File: src/rtl/target_clock_enable_ctrl_pkg.sv
// -----------------------------------------------------------------------------
// target_clock_enable_ctrl_pkg
// Shared types and default widths for the target clock-enable controller.
//   state_t              : controller FSM encoding (IDLE / RUN / DRAIN)
//   DEFAULT_BUDGET_WIDTH : width of the loadable budget and remaining counter
//   DEFAULT_CYCLE_WIDTH  : width of the free-running fired-cycle counter
// -----------------------------------------------------------------------------
package target_clock_enable_ctrl_pkg;

  localparam int unsigned DEFAULT_BUDGET_WIDTH = 32;
  localparam int unsigned DEFAULT_CYCLE_WIDTH  = 64;

  typedef enum logic [1:0] {
    IDLE  = 2'd0,
    RUN   = 2'd1,
    DRAIN = 2'd2
  } state_t;

endpackage : target_clock_enable_ctrl_pkg

File: src/rtl/target_clock_enable_ctrl_if.sv
// -----------------------------------------------------------------------------
// target_clock_enable_ctrl_if
// Bundles the budget-load handshake, token handshakes and status outputs of
// the clock-enable controller.
//   slave  : controller view (drives budget_ready, in_ready, out_valid, ce,
//            cycle_count, remaining, done)
//   master : host/environment view (drives budget_valid, budget_cycles, halt,
//            in_valid, out_ready)
// -----------------------------------------------------------------------------
interface target_clock_enable_ctrl_if #(
  parameter int unsigned BUDGET_WIDTH = target_clock_enable_ctrl_pkg::DEFAULT_BUDGET_WIDTH,
  parameter int unsigned CYCLE_WIDTH  = target_clock_enable_ctrl_pkg::DEFAULT_CYCLE_WIDTH
) ();

  logic                    budget_valid;
  logic                    budget_ready;
  logic [BUDGET_WIDTH-1:0] budget_cycles;
  logic                    halt;
  logic                    in_valid;
  logic                    in_ready;
  logic                    out_valid;
  logic                    out_ready;
  logic                    ce;
  logic [CYCLE_WIDTH-1:0]  cycle_count;
  logic [BUDGET_WIDTH-1:0] remaining;
  logic                    done;

  modport slave (
    input  budget_valid, budget_cycles, halt, in_valid, out_ready,
    output budget_ready, in_ready, out_valid, ce, cycle_count, remaining, done
  );

  modport master (
    output budget_valid, budget_cycles, halt, in_valid, out_ready,
    input  budget_ready, in_ready, out_valid, ce, cycle_count, remaining, done
  );

endinterface : target_clock_enable_ctrl_if

File: src/rtl/target_clock_enable_ctrl_token_slot.sv
// -----------------------------------------------------------------------------
// target_clock_enable_ctrl_token_slot
// One-entry valid/ready output token holder.
//   i_clock     : host clock
//   i_reset     : synchronous active-high reset (drops any held token)
//   i_load      : a new token enters this cycle
//   i_out_ready : consumer accepts the held token this cycle
//   o_out_valid : a token is held
// A load and a consume in the same cycle replace the token, so the slot
// stays full.
// -----------------------------------------------------------------------------
module target_clock_enable_ctrl_token_slot (
  input  logic i_clock,
  input  logic i_reset,
  input  logic i_load,
  input  logic i_out_ready,
  output logic o_out_valid
);

  logic r_valid;

  // NOTE: sequential state is written with non-blocking assignments only, so
  // every flop samples pre-edge values regardless of process ordering.
  always_ff @(posedge i_clock) begin
    if (i_reset) begin
      r_valid <= 1'b0;
    end else begin
      r_valid <= i_load | (r_valid & ~i_out_ready);
    end
  end

  assign o_out_valid = r_valid;

endmodule : target_clock_enable_ctrl_token_slot

File: src/rtl/target_clock_enable_ctrl.sv
// -----------------------------------------------------------------------------
// target_clock_enable_ctrl
// Token-driven enable generator for a gated target-clock buffer. One target
// cycle fires per host cycle while a run is active, an input token is
// present, the output slot can take a token and budget remains.
//   clock : host clock
//   reset : synchronous active-high reset
//   bus   : slave modport of target_clock_enable_ctrl_if
//           budget_valid/budget_ready/budget_cycles : budget load (IDLE only)
//           halt                                    : abort the current run
//           in_valid/in_ready                       : input token (in_ready = fire)
//           out_valid/out_ready                     : output token slot
//           ce                                      : registered clock enable
//           cycle_count, remaining, done            : status
// -----------------------------------------------------------------------------
module target_clock_enable_ctrl
  import target_clock_enable_ctrl_pkg::*;
#(
  parameter int unsigned BUDGET_WIDTH = DEFAULT_BUDGET_WIDTH,
  parameter int unsigned CYCLE_WIDTH  = DEFAULT_CYCLE_WIDTH
) (
  input  logic                     clock,
  input  logic                     reset,
  target_clock_enable_ctrl_if.slave bus
);

  state_t                  r_state;
  state_t                  w_state_next;
  logic [BUDGET_WIDTH-1:0] r_remaining;
  logic [CYCLE_WIDTH-1:0]  r_cycle_count;
  logic                    r_ce;
  logic                    r_done;

  logic w_fire;
  logic w_out_valid;
  logic w_slot_free;
  logic w_done_next;
  logic w_load;

  // The slot can accept when empty, or when its token leaves this same cycle.
  assign w_slot_free = ~w_out_valid | bus.out_ready;

  // remaining != 0 guards against underflow; !halt keeps the halt cycle clean.
  assign w_fire = (r_state == RUN) && !bus.halt && (r_remaining != '0) &&
                  bus.in_valid && w_slot_free;

  assign w_load = (r_state == IDLE) && bus.budget_valid;

  target_clock_enable_ctrl_token_slot u_token_slot (
    .i_clock     (clock),
    .i_reset     (reset),
    .i_load      (w_fire),
    .i_out_ready (bus.out_ready),
    .o_out_valid (w_out_valid)
  );

  // NOTE: every signal written here gets a default first, so no path through
  // the case leaves it unassigned and no latch is inferred.
  always_comb begin
    w_state_next = r_state;
    w_done_next  = 1'b0;
    unique case (r_state)
      IDLE: begin
        if (bus.budget_valid) begin
          if (bus.budget_cycles != '0) begin
            w_state_next = RUN;
          end else begin
            // Empty budget: the run is complete before it starts.
            w_done_next = 1'b1;
          end
        end
      end
      RUN: begin
        if (bus.halt) begin
          w_state_next = DRAIN;
        end else if (w_fire && (r_remaining == BUDGET_WIDTH'(1))) begin
          w_state_next = DRAIN;
        end
      end
      DRAIN: begin
        // Leave once the last token is gone or is leaving this cycle.
        if (w_slot_free) begin
          w_state_next = IDLE;
          w_done_next  = 1'b1;
        end
      end
      default: begin
        w_state_next = IDLE;
      end
    endcase
  end

  always_ff @(posedge clock) begin
    if (reset) begin
      r_state       <= IDLE;
      r_remaining   <= '0;
      r_cycle_count <= '0;
      r_ce          <= 1'b0;
      r_done        <= 1'b0;
    end else begin
      r_state <= w_state_next;
      r_ce    <= w_fire;
      r_done  <= w_done_next;

      if (w_load) begin
        r_remaining <= bus.budget_cycles;
      end else if ((r_state == RUN) && bus.halt) begin
        r_remaining <= '0;
      end else if (w_fire) begin
        r_remaining <= r_remaining - BUDGET_WIDTH'(1);
      end

      if (w_fire) begin
        r_cycle_count <= r_cycle_count + CYCLE_WIDTH'(1);
      end
    end
  end

  assign bus.budget_ready = (r_state == IDLE);
  assign bus.in_ready     = w_fire;
  assign bus.out_valid    = w_out_valid;
  assign bus.ce           = r_ce;
  assign bus.cycle_count  = r_cycle_count;
  assign bus.remaining    = r_remaining;
  assign bus.done         = r_done;

endmodule : target_clock_enable_ctrl

File: src/flat_wrapper.sv
// flat-port wrapper written by rule: the top's interface ports become plain ports
module target_clock_enable_ctrl_flat import target_clock_enable_ctrl_pkg::*;
#(
  parameter int unsigned BUDGET_WIDTH = DEFAULT_BUDGET_WIDTH,
  parameter int unsigned CYCLE_WIDTH  = DEFAULT_CYCLE_WIDTH
)
  (clock, reset, bus_budget_valid, bus_budget_cycles, bus_halt, bus_in_valid, bus_out_ready, bus_budget_ready, bus_in_ready, bus_out_valid, bus_ce, bus_cycle_count, bus_remaining, bus_done);
  target_clock_enable_ctrl_if #(.BUDGET_WIDTH(BUDGET_WIDTH), .CYCLE_WIDTH(CYCLE_WIDTH)) bus_i ();
  input  logic clock;
  input  logic reset;
  input wire logic [$bits(bus_i.budget_valid)-1:0] bus_budget_valid;
  input wire logic [$bits(bus_i.budget_cycles)-1:0] bus_budget_cycles;
  input wire logic [$bits(bus_i.halt)-1:0] bus_halt;
  input wire logic [$bits(bus_i.in_valid)-1:0] bus_in_valid;
  input wire logic [$bits(bus_i.out_ready)-1:0] bus_out_ready;
  output wire logic [$bits(bus_i.budget_ready)-1:0] bus_budget_ready;
  output wire logic [$bits(bus_i.in_ready)-1:0] bus_in_ready;
  output wire logic [$bits(bus_i.out_valid)-1:0] bus_out_valid;
  output wire logic [$bits(bus_i.ce)-1:0] bus_ce;
  output wire logic [$bits(bus_i.cycle_count)-1:0] bus_cycle_count;
  output wire logic [$bits(bus_i.remaining)-1:0] bus_remaining;
  output wire logic [$bits(bus_i.done)-1:0] bus_done;
  assign bus_i.budget_valid = bus_budget_valid;
  assign bus_i.budget_cycles = bus_budget_cycles;
  assign bus_i.halt = bus_halt;
  assign bus_i.in_valid = bus_in_valid;
  assign bus_i.out_ready = bus_out_ready;
  assign bus_budget_ready = bus_i.budget_ready;
  assign bus_in_ready = bus_i.in_ready;
  assign bus_out_valid = bus_i.out_valid;
  assign bus_ce = bus_i.ce;
  assign bus_cycle_count = bus_i.cycle_count;
  assign bus_remaining = bus_i.remaining;
  assign bus_done = bus_i.done;
  target_clock_enable_ctrl #(.BUDGET_WIDTH(BUDGET_WIDTH), .CYCLE_WIDTH(CYCLE_WIDTH)) u_core (.clock(clock), .reset(reset), .bus(bus_i));
endmodule
File: config.mk
export PLATFORM = sky130hd
export DESIGN_NAME = target_clock_enable_ctrl_flat
export DESIGN_NICKNAME = d
export VERILOG_FILES = /design/src/rtl/target_clock_enable_ctrl_pkg.sv /design/src/rtl/target_clock_enable_ctrl_if.sv /design/src/rtl/target_clock_enable_ctrl_token_slot.sv /design/src/rtl/target_clock_enable_ctrl.sv /design/src/flat_wrapper.sv
export SDC_FILE = /design/constraint.sdc
export NUM_CORES = 1
export LEC_CHECK = 0
export ABC_AREA = 1
export ABC_CLOCK_PERIOD_IN_PS = 2100
export BUFFER_PORTS_ARGS = -buffer_cell sky130_fd_sc_hd__buf_2
export CAP_MARGIN = 30
export CELL_PAD_IN_SITES_DETAIL_PLACEMENT = 1
export CELL_PAD_IN_SITES_GLOBAL_PLACEMENT = 2
export CORE_MARGIN = 2
export CORE_UTILIZATION = 28
export CTS_BUF_LIST = sky130_fd_sc_hd__clkbuf_4 sky130_fd_sc_hd__clkbuf_8 sky130_fd_sc_hd__clkbuf_16
export CTS_CLUSTER_DIAMETER = 150
export DETAILED_ROUTE_END_ITERATION = 8
export PLACE_DENSITY_LB_ADDON = 0.3
export SYNTH_ARGS = -nofsm -noshare
export SYNTH_HDL_FRONTEND = slang
export SYNTH_SLANG_ARGS = --single-unit
File: constraint.sdc
create_clock -name clock -period 2.1 [get_ports clock]
set_input_delay 0 -clock clock [delete_from_list [all_inputs] [get_ports clock]]
set_output_delay 0 -clock clock [all_outputs]
set_load 0.005 [all_outputs]
### Word level (Yosys, flattened, before mapping)

Index checks and enable logic that the tools add are counted.

* mux-type cells: 13
* reductions and logical operators: 13
* bitwise gates (word level): 5
* add/subtract/negate cells: 2
* equality and inequality tests: 7

Operators by type and width (number)
* 2-to-1 mux 32 bit: 3
* adder 64 x 1 -> 64 bit, second input constant: 1
* nonzero test 32 bit: 2
* equality test 32 x 1 -> 1 bit, second input constant: 1
* subtractor 32 x 1 -> 32 bit, second input constant: 1
* 2-to-1 mux 2 bit: 5
* logical AND 1 bit: 7
* case mux 2 bit (3 select lines): 1
* inequality test 2 x 1 -> 1 bit, second input constant: 2
* AND reduction 4 bit: 1
* 2-to-1 mux 1 bit: 3
* inequality test 3 x 2 -> 1 bit, second input constant: 1
* nonzero test 3 bit: 1
* equality test 2 x 1 -> 1 bit, second input constant: 1
* equality test 2 bit, second input constant: 1
* logical NOT 2 bit: 1
* inequality test 2 bit, second input constant: 1
* inverter 1 bit: 2
* OR 1 bit: 2
* case mux 1 bit (2 select lines): 1
* AND 1 bit: 1
* logical NOT 1 bit: 1

* output and inout bits: 101
* flip-flop bits (word level): 101
* logic and storage cells: 46
* input bits: 38

### Longest topological paths before layout

* word-level depth: 9
* mapped depth: 14
* depth with buffers taken out: 13

### By module

From an unflattened synthesis, not the netlist that was laid out.

* cell total of the unflattened synthesis: 1207
* area total of the unflattened synthesis: 6972.9 µm²

By module, submodules not included
* target_clock_enable_ctrl: sequential area each 2001.9 µm², cells an instance 1202, instances 1, area an instance 6932.9 µm²
* target_clock_enable_ctrl_token_slot: sequential area each 20.0 µm², cells an instance 5, instances 1, area an instance 40.0 µm²

### Worst setup path before layout

No wires, ideal clock.

* kind: register to register
* start point: register u_core.r_remaining[0], in the netlist u_core.bus.remaining[0]
* end point: register u_core.r_cycle_count[10], in the netlist u_core.bus.cycle_count[10]
* buffers on the path: 1
* setup time: 0.116 ns
* path slack: 0.336 ns
* arrival time: 1.648 ns
* cell stages (with the launch flop): 14
* data required time: 1.984 ns
* clock period less this slack: 1.764 ns
* cells stage by stage: dfxtp_1 -> inv_1 -> ha_1 -> nand2_2 -> nor2_4 -> nand2_1 -> inv_2 -> nand2_2 -> nand3_4 -> inv_2 -> buf_4 -> nand2_1 -> o21ai_0 -> nor2_1

* longest elaborated chain between the ends: 4

Ends and longest elaborated chain
* from (decl): line target_clock_enable_ctrl.sv:29 `logic [BUDGET_WIDTH-1:0] r_remaining;`
* from (signal assigned): line target_clock_enable_ctrl.sv:106 `r_remaining <= bus.budget_cycles;`
* from (signal assigned): line target_clock_enable_ctrl.sv:110 `r_remaining <= r_remaining - BUDGET_WIDTH'(1);`
* nonzero test 32 bit: line target_clock_enable_ctrl.sv:44 `assign w_fire = (r_state == RUN) && !bus.halt && (r_remaining != '0) &&`
* logical AND 1 bit (2 in a row): line target_clock_enable_ctrl.sv:44
* logical AND 1 bit: line target_clock_enable_ctrl.sv:45 `bus.in_valid && w_slot_free;`
* to (signal assigned): line target_clock_enable_ctrl.sv:114 `r_cycle_count <= r_cycle_count + CYCLE_WIDTH'(1);`
* to (decl): line target_clock_enable_ctrl.sv:30 `logic [CYCLE_WIDTH-1:0] r_cycle_count;`

Every way passes these cells.
A chain may end at the register's enable or synchronous reset.

### Worst setup path in the final report

* start point: register u_core.r_cycle_count[15], in the netlist u_core.bus.cycle_count[15]
* end point: register u_core.r_cycle_count[57], in the netlist u_core.bus.cycle_count[57]

* longest elaborated chain between the ends: 1

Ends and longest elaborated chain (line)
* adder 64 x 1 -> 64 bit: target_clock_enable_ctrl.sv:114

Every way passes these cells.

==> results.toml <==
[clock_network]
clkLatencyLatePin_ps = 370
cts_tree = "done"
clk_pin_slew_ps = 80
cts_buffers = 9
clk_path_buf_depth = 2
htree_num_levels = 3
root_buffer = "clkbuf_16"
clock-sinks = 101

[synthesis]
synthTopCellsByArea = "dfxtp_1 29%, nand2_1 22%, nor2_1 13%"
avgSynthCellArea_um2 = 5.64
async_flop_share = 0
synth-seq-area-share = 0.292
netlist_area_um2 = 6920
ys_top_cells_by_count = "409 x nand2_1, 236 x nor2_1, 119 x inv_1, 101 x dfxtp_1, 88 x a21oi_1"
ys_types = 33
yosysWarnings = 0
syn-instance-count = 1226
yosys.area.top_type_share = 0.292
synth-edff-count = 0
synth-seq-cells = 101
yosysMostFrequentCell = "nand2_1"
synthFlopType = "dfxtp_1"
syn_nets = 1267
synth_area_leader_cell = "dfxtp_1"

[drt]
first_pass_iters = 5
drc_errors = 0
wl_per_cell_um = 16.5
vias_per_cell = 4.77
vias = 8504
antenna_left = 0
routed_wl_um = 29400
drtIter0Drc = 428

[pwr]
combPwrFrac = 0.398
peakVddDrop_mv = 0.299
switching_share = 0.394
seq_power_share = 0.326
power.switching_mw = 2.76
p_int_mw = 4.25
power_density_nw_per_um2 = 767
clockPowerShare = 0.276
p_leak_nw = 4.03

[sta]
clock_skew_ps = 12.8
finalCriticalPeriod_ps = 1970
fmax_mhz = 507
slew_viol_final = 0
worstMarginPinSlew_ps = 729
hold_viol_final = 0
tns_ps = 0
slew_headroom = 0.514
period_share = 0.939
rsz0062_at_grt = "yes"
setup_viol = 0
timing.final.ws_setup_ps = 128
whs_ps = 2.51

[worst_hold_path]
min_to = "u_core.bus.remaining[7]"
min_from = "bus_budget_cycles[7]"
hold_path.class = "input port to flip-flop"
hold_path_depth = 5

[final_layout]
regArea_um2 = 2020
final_layout_size_suffix_gt1_frac = 0.189
diodes = 0
fillers = 3320
multiInputGateArea_um2 = 4290
fin_nets = 1493
area_growth_pct = 32.2

[floorplanning]
rows = 57
start_util = 0.284
fp.coreArea_um2 = 24300
ios = 139
die_h_um = 161
die_w_um = 161
fp.dieArea_um2 = 26000

[critical_path]
rr_worst_depth = 9
cp_slowest_cell = "dfxtp_1"
path_cells = "nand2_1 -> nor2_1 -> nand2_1 -> nor2_1 -> nand2_1 -> o21ai_0 -> nand2_1 -> nand2_1 -> a21oi_1"
slowest_delay_ps = 450
crit_top_cell = "nand2_1"
end_kind = "flip-flop"
cp.required_ps = 2320
crit_fanout = 5
r2r_slack_ps = 130
crit-reg2reg-launch = "u_core.bus.cycle_count[15]"
reg2reg_to = "u_core.bus.cycle_count[57]"
critical_path.top_delay_family = "simple AND/OR/NAND/NOR gates"
critPathKind = "flip-flop to flip-flop"
critPathBufInv = 0
critPathLaunchType = "flip-flop"
crit_arrival_ps = 2190

[global_route]
grt_usage = 0.227
antenna_found_initial = 0
grt_pass1_wl_um = 46300
grt-ovfl-total = 0
first_global_vias = 8566
grt_max_degree = 61

[placed_design]
hpwl_um = 23200
portBuffers = 138
pre_cts_slack_ps = 5.90
place.gp.congestion = 0.879

[status]
status = "completed"

[run]
cap_violations = 0
per-stage QoR:
stage | util | instances | power (mW) | instance area, um2
2_1_floorplan | - | 1226 | 3.96 | 6920
3_3_place_gp | 0.353 | 1746 | 5.04 | 8580
3_5_place_dp | 0.353 | 1746 | 5.07 | 8580
4_1_cts | 0.373 | 1779 | 7.04 | 9080
5_1_grt | 0.376 | 1781 | 7.52 | 9150
6_report | 0.376 | 1781 | 7.01 | 9150
sequential cells by signal (all words and copies together) (netlist names):
name / count
u_core.bus.ce: 1
u_core.bus.cycle_count: 64
u_core.bus.done: 1
u_core.bus.remaining: 32
u_core.r_state: 2
u_core.u_token_slot.o_out_valid: 1
cell type report:
type	instances	area share
clock buffer	10	0.0261
clock inverter	6	0.00944
inverter	123	0.0510
timing repair buffer	250	0.179
multi-input combinational	967	0.469
sequential	101	0.221
tap	324	0.0443
routing by layer:
metal | track usage | routed length (um) | vias to the layer above | part of all wire
li1 | - | - | 4328 | -
met5 | 0 | 0 | - | 0
met2 | 0.405 | 14300 | 152 | 0.49
met1 | 0.286 | 13500 | 3983 | 0.46
met3 | 0.0231 | 858 | 41 | 0.029
met4 | 0.0767 | 762 | 0 | 0.026
cells by family after synthesis:
logic type,share of synthesized area
simple gates,0.457
xor+xnor,0.0342
flops,0.292
compound gates,0.120
fa+ha+maj,0.00543
buf+inv,0.0917
worst max path at each step:
stage	startpoint	endpoint	slack [ps]	depth (start not counted)
global route	u_core.bus.remaining[0]	u_core.bus.cycle_count[33]	-40	12
global placement	u_core.bus.cycle_count[0]	u_core.bus.cycle_count[60]	40	11
floorplan	u_core.bus.remaining[0]	u_core.bus.cycle_count[10]	340	13
finish	u_core.bus.cycle_count[15]	u_core.bus.cycle_count[57]	130	9
detailed placement	u_core.bus.cycle_count[0]	u_core.bus.cycle_count[60]	6	11
CTS	u_core.bus.remaining[1]	bus_in_ready	20	11
repair_timing:
action                                  in CTS  in global routing
setup buffers                                0                  2
pin swaps                                    0                  2
hold endpoints to repair                    17                  0
gates resized for setup                      2                 16
endpoints found under the setup margin       2                 25
hold buffers                                17                  0
placed cells by master (no fill, tap or decap), types with 2 or more instances in the layout:
cell,n
dfxtp_1,100
inv_1,119
o21ai_1,17
xor2_1,21
bufinv_16,2
or2_2,2
and2_1,2
nand4_1,27
nor2_1,229
o21bai_1,3
dlygate4sd3_1,17
nor2_4,3
nand3_1,52
o21ai_0,49
buf_4,90
nor3_1,30
inv_2,2
a31oi_1,3
buf_2,138
buf_12,3
a21oi_1,88
inv_4,2
nor2_2,11
nand2_1,408
nand2_2,3
ha_1,2
nor4_1,2
clkbuf_16,9
xnor2_1,6
nand3b_1,2
clkinv_2,2
tightest hold or removal path: stages:
cell,delay (ps)
buf_2,90
nand2_1,40
o21ai_0,70
nor2_1,50
nor2_1,80
power groups by stage:
| stage | sequential (mW) | combinational (mW) | clock, mW |
|---|---|---|---|
| 2_1_floorplan | 2.38 | 1.57 | 0 |
| 3_3_place_gp | 2.32 | 2.71 | 0 |
| 3_5_place_dp | 2.32 | 2.75 | 0 |
| 4_1_cts | 2.28 | 2.79 | 1.97 |
| 5_1_grt | 2.32 | 3.16 | 2.05 |
| 6_report | 2.29 | 2.79 | 1.94 |
(Power assumes the default switching activity.)
